==> config.mk <==
export PLATFORM = sky130hd
export DESIGN_NAME = multicycle_ctrl_fsm
export DESIGN_NICKNAME = d
export VERILOG_FILES = /design/src/rtl/multicycle_ctrl_fsm.sv
export SDC_FILE = /design/constraint.sdc
export NUM_CORES = 1
export LEC_CHECK = 0
export ABC_CLOCK_PERIOD_IN_PS = 1610
export CAP_MARGIN = 10
export CORE_UTILIZATION = 30
export DETAILED_ROUTE_END_ITERATION = 8
export GPL_TIMING_DRIVEN = 0
export PLACE_DENSITY_LB_ADDON = 0.25
export SLEW_MARGIN = 10
export SYNTH_ARGS = -nofsm -noshare
export SYNTH_HDL_FRONTEND = slang
export SYNTH_SLANG_ARGS = --single-unit
==> constraint.sdc <==
create_clock -name clk -period 1.61 [get_ports clk]
set_input_delay 0.322 -clock clk [delete_from_list [all_inputs] [get_ports clk]]
set_output_delay 0.322 -clock clk [all_outputs]
set_load 0.05 [all_outputs]
==> src/rtl/multicycle_ctrl_fsm.sv <==
// Main control FSM for the multicycle core: walks one instruction through the
// shared ALU, extender, register file and unified memory port.
module multicycle_ctrl_fsm (
    input  logic       clk,
    input  logic       reset,
    input  logic [1:0] op,
    input  logic [5:0] funct,
    input  logic       cond_ex,
    input  logic       mem_ready,
    output logic       irwrite,
    output logic       pcwrite,
    output logic       adrsrc,
    output logic       alusrca,
    output logic [1:0] alusrcb,
    output logic       aluop,
    output logic [1:0] resultsrc,
    output logic [1:0] immsrc,
    output logic       regwrite,
    output logic       memwrite,
    output logic       illegal,
    output logic       retire,
    output logic [3:0] state
);

    typedef enum logic [3:0] {
        FETCH    = 4'd0,
        DECODE   = 4'd1,
        MEMADR   = 4'd2,
        MEMREAD  = 4'd3,
        MEMWB    = 4'd4,
        MEMWRITE = 4'd5,
        EXECUTER = 4'd6,
        EXECUTEI = 4'd7,
        ALUWB    = 4'd8,
        BRANCH   = 4'd9
    } state_t;

    state_t state_q;
    state_t state_d;

    // cmd bits [2:1] never influence sequencing; only the compare group matters.
    logic funct_unused;
    assign funct_unused = ^funct[2:1];

    // NOTE: sequential state uses non-blocking assignment so every flop samples pre-edge values.
    always_ff @(posedge clk or posedge reset) begin
        if (reset) state_q <= FETCH;
        else       state_q <= state_d;
    end

    // NOTE: every comb output gets a default first, so no path can infer a latch.
    always_comb begin
        state_d = state_q;
        case (state_q)
            FETCH:    state_d = mem_ready ? DECODE : FETCH;
            DECODE: begin
                case (op)
                    2'b00:   state_d = funct[5] ? EXECUTEI : EXECUTER;
                    2'b01:   state_d = MEMADR;
                    2'b10:   state_d = BRANCH;
                    default: state_d = FETCH;
                endcase
            end
            MEMADR:   state_d = funct[0] ? MEMREAD : MEMWRITE;
            MEMREAD:  state_d = mem_ready ? MEMWB : MEMREAD;
            MEMWB:    state_d = FETCH;
            MEMWRITE: state_d = (mem_ready || !cond_ex) ? FETCH : MEMWRITE;
            EXECUTER: state_d = ALUWB;
            EXECUTEI: state_d = ALUWB;
            ALUWB:    state_d = FETCH;
            BRANCH:   state_d = FETCH;
            default:  state_d = FETCH;
        endcase
    end

    always_comb begin
        irwrite   = 1'b0;
        pcwrite   = 1'b0;
        adrsrc    = 1'b0;
        alusrca   = 1'b0;
        alusrcb   = 2'b00;
        aluop     = 1'b0;
        resultsrc = 2'b00;
        regwrite  = 1'b0;
        memwrite  = 1'b0;
        illegal   = 1'b0;
        retire    = 1'b0;
        immsrc    = (op == 2'b11) ? 2'b00 : op;
        case (state_q)
            FETCH: begin
                alusrca   = 1'b1;
                alusrcb   = 2'b10;
                resultsrc = 2'b10;
                irwrite   = mem_ready;
                pcwrite   = mem_ready;
            end
            DECODE: begin
                alusrca   = 1'b1;
                alusrcb   = 2'b10;
                resultsrc = 2'b10;
                illegal   = (op == 2'b11);
                retire    = (op == 2'b11);
            end
            MEMADR:   alusrcb = 2'b01;
            MEMREAD:  adrsrc  = 1'b1;
            MEMWB: begin
                resultsrc = 2'b01;
                regwrite  = cond_ex;
                retire    = 1'b1;
            end
            MEMWRITE: begin
                adrsrc   = 1'b1;
                memwrite = cond_ex;
                retire   = mem_ready || !cond_ex;
            end
            EXECUTER: aluop = 1'b1;
            EXECUTEI: begin
                aluop   = 1'b1;
                alusrcb = 2'b01;
            end
            ALUWB: begin
                // TST/TEQ/CMP/CMN only update flags, never the register file.
                regwrite = cond_ex && (funct[4:3] != 2'b10);
                retire   = 1'b1;
            end
            BRANCH: begin
                alusrcb   = 2'b01;
                resultsrc = 2'b10;
                pcwrite   = cond_ex;
                retire    = 1'b1;
            end
            default: ;
        endcase
        if (reset) begin
            irwrite  = 1'b0;
            pcwrite  = 1'b0;
            regwrite = 1'b0;
            memwrite = 1'b0;
            illegal  = 1'b0;
            retire   = 1'b0;
        end
    end

    assign state = state_q;

endmodule

==> impl_metrics.csv <==
group,metric,value,unit
job,maxCapViolations,0,
yosys,yosysTopAreaCell,"dfrtp_1",
routing,drc_errors,0,
sta,slew_headroom,0.677,
place,place_area,910,µm²
yosys,synth_nets,72,
place,hpwlAfterDp,1.16,mm
grt,antenna_found_initial,0,
sta,timing_hold_violations_final,0,
die,core-area,1370,µm²
clock_tree,numCtsBuffers,3,
sta,setup_tns,-2.18,ns
yosys,ys_seq_area_frac,0.215,
cells_and_area,final_cell_area,1200,µm²
yosys,synth_area,465,µm²
cells_and_area,layout-drive-gt1-share,0.676,
yosys,synth_top_cell_area_share,0.215,
clock_tree,clk_latency,0.24,ns
grt,grt-busiest-layer,"met2",
grt,grt_pass1_wl,2.75,mm
grt,grt_util_met1,0.320,
cells_and_area,largest_reg_flops,4,
place,port_buffers,28,
setup_path,cp.arrival,1.58,ns
setup_path,slowest_delay,0.45,ns
power,p_per_area,2500,nW/µm²
clock_tree,htreeDepth,1,
sta,worstMarginPinSlew,0.486,ns
setup_path,cpMaxStageDelayCell,"dfrtp_2",
routing,drt-total-wl,2.32,mm
sta,final_max_slew_viol_count,0,
die,die_w,41.4,µm
routing,ant_nets,0,
setup_path,start_kind,"register",
grt,grt-ovfl-total,0,
setup_path,required,1.29,ns
die,initial_core_util,0.341,
clock_tree,clock_sinks,4,
grt,gr-usage-met3,0.0372,
sta,rsz0062_at_grt,"true",
sta,period_minus_slack,1.91,ns
cells_and_area,area_delta_synth_final,157,%
grt,grt_usage,0.261,
setup_path,path_cells,"buf_8, buf_4, nor3b_2, a31oi_2, nor3_4, buf_6",
power,ir_worst_vdd,1.92,mV
sta,finalCritPeriodShare,1.18,
cells_and_area,fin_nets,122,
worst_hold_path,hold_class,"in -> async",
clock_tree,ctsRootBufferMaster,"clkbuf_4",
sta,finalSetupViolCount,13,
grt,grt_max_degree,11,
sta,skew,0.00337,ns
cells_and_area,diodes,0,
die,die_y,41.4,µm
yosys,synthCells,60,
sta,finalWorstSetupSlack,-0.295,ns
yosys,ys_ff_latch,4,
clock_tree,cts_hold_buf,0,
grt,grt_pass1_vias,564,
power,p_leak,0.523,nW
yosys,synth_cell_types,32,
clock_tree,clock_path_buffers,2,
die,ios,31,
clock_tree,path_clk_slew,0.04,ns
place,dpl.cell_count,103,
outcome,violations,"setup timing",
sta,fmax,525,MHz
routing,wl_per_cell,18.8,µm
yosys,postSynthAreaPerCell,7.76,µm²
setup_path,cp-end-kind,"primary output",
routing,vias_per_cell,5.94,
yosys,synth-warning-count,0,
routing,vias,731,
routing,first_pass_iters,4,
setup_path,crit_fanout,5,
setup_path,criticalPathCategory,"reg -> out",
grt,use_met2,0.445,
die,die_area,1710,µm²
cells_and_area,layout.cells.non_filler,123,
outcome,status,"complete, but fails checks",
place,gp_congestion,0.833,
die,num_rows,13,
yosys,synth_area_leaders,"dfrtp_1 22%, nor2b_1 5.4%, nor3_1 5.4%",
cells_and_area,fin_util,0.875,
routing,drt_iter0_markers,35,
clock_tree,cts_tree,"done",
## cells in the mapped netlist
cell / instances
a2111oi_2: 1
a211oi_1: 1
a21oi_1: 2
a22o_1: 1
a31oi_1: 2
and3_1: 1
and3b_1: 1
and3b_2: 1
and4_1: 1
buf_2: 2
buf_4: 1
buf_6: 2
dfrtp_1: 4
inv_1: 3
nand2_1: 1
nand2b_1: 1
nand3_1: 3
nand3b_1: 2
nor2_1: 6
nor2b_1: 4
nor3_1: 5
nor3_2: 1
nor3b_1: 2
nor4b_1: 1
o21ai_0: 2
o21bai_1: 2
o221ai_1: 2
or2_1: 1
or2_2: 1
or2b_1: 1
or2b_2: 1
xnor2_1: 1
## per-stage QoR
| step | power (mW) | hold WS [ns] | setup WS (ns) |
|---|---|---|---|
| 2_1_floorplan | 1.70 | 0.0881 | -0.263 |
| 3_3_place_gp | 2.16 | 0.588 | -1.05 |
| 3_5_place_dp | 2.18 | 0.610 | -1.06 |
| 4_1_cts | 2.70 | 0.149 | -0.296 |
| 5_1_grt | 3.10 | 0.161 | -0.345 |
| 6_report | 2.99 | 0.150 | -0.295 |
## cell usage in the layout (no fill, tap or decap), types with 2 or more instances in the layout
cell and count:
or2b_4 2, or2_4 2, clkdlybuf4s50_1 5, clkbuf_4 3, buf_6 12, and3b_2 2, nor3b_2 2, clkbuf_2 2
buf_12 2, buf_4 13, a21oi_1 2, nor2b_1 3, dlygate4sd2_1 7, nor3_4 6, nand3_1 2, inv_1 2
dfrtp_2 4, nor2_1 5, buf_8 7, nand3b_1 2
## worst max-delay path: cells and delay by family, from the launching register on
| family | cells | cell delay, ns |
|---|---|---|
| buffers and inverters | 3 | 0.46 |
| flip-flops | 1 | 0.45 |
| AND/OR/NAND/NOR | 2 | 0.34 |
| AO/OA/AOI/OAI | 1 | 0.09 |
## area by class of cell
| type | count | area [µm²] |
|---|---|---|
| sequential | 4 | 105 |
| clock buffer | 3 | 22.5 |
| fill | 62 | 170 |
| buffer | 4 | 61.3 |
| tap | 15 | 18.8 |
| timing repair buffer | 46 | 474 |
| multi-input combinational | 48 | 499 |
| inverter | 3 | 15.0 |
## timing repair
item                       CTS  global route
resized for setup          117            16
pin swaps                    7             8
cloned                       1             0
setup buffers               10             7
hold endpoints to repair     0             0
setup endpoints to repair   19            16
## power breakdown
group	total, mW	internal, mW	switching (mW)
Sequential	0.254	0.153	0.101
Combinational	2.61	1.17	1.44
Clock	0.126	0.0834	0.0424
## metal layers
layer / wire (µm) / vias up
met5: 0 / -
met4: 84 / 0
met3: 249 / 13
met2: 1140 / 64
met1: 845 / 336
li1: - / 318
## path summary, 6_finish.rpt
check / to / cells after the start / start / slack, ns
max: pcwrite / 6 / state[3] / -0.30
min in group clk: state[2] / 2 / op[1] / 0.61
min: state[1] / 2 / reset / 0.15
max reg2reg: state[3] / 7 / state[3] / 0.05
max in group asynchronous: state[0] / 2 / reset / 1.29
min reg2reg: state[1] / 2 / state[3] / 0.76
## cells by family after synthesis
logic type	after synthesis	share of synthesized area
buffers and inverters	8	0.110
XOR/XNOR	1	0.0188
AND/OR/NAND/NOR	34	0.449
flip-flops	4	0.215
AO/OA/AOI/OAI	13	0.207
(Power assumes the default switching activity.)
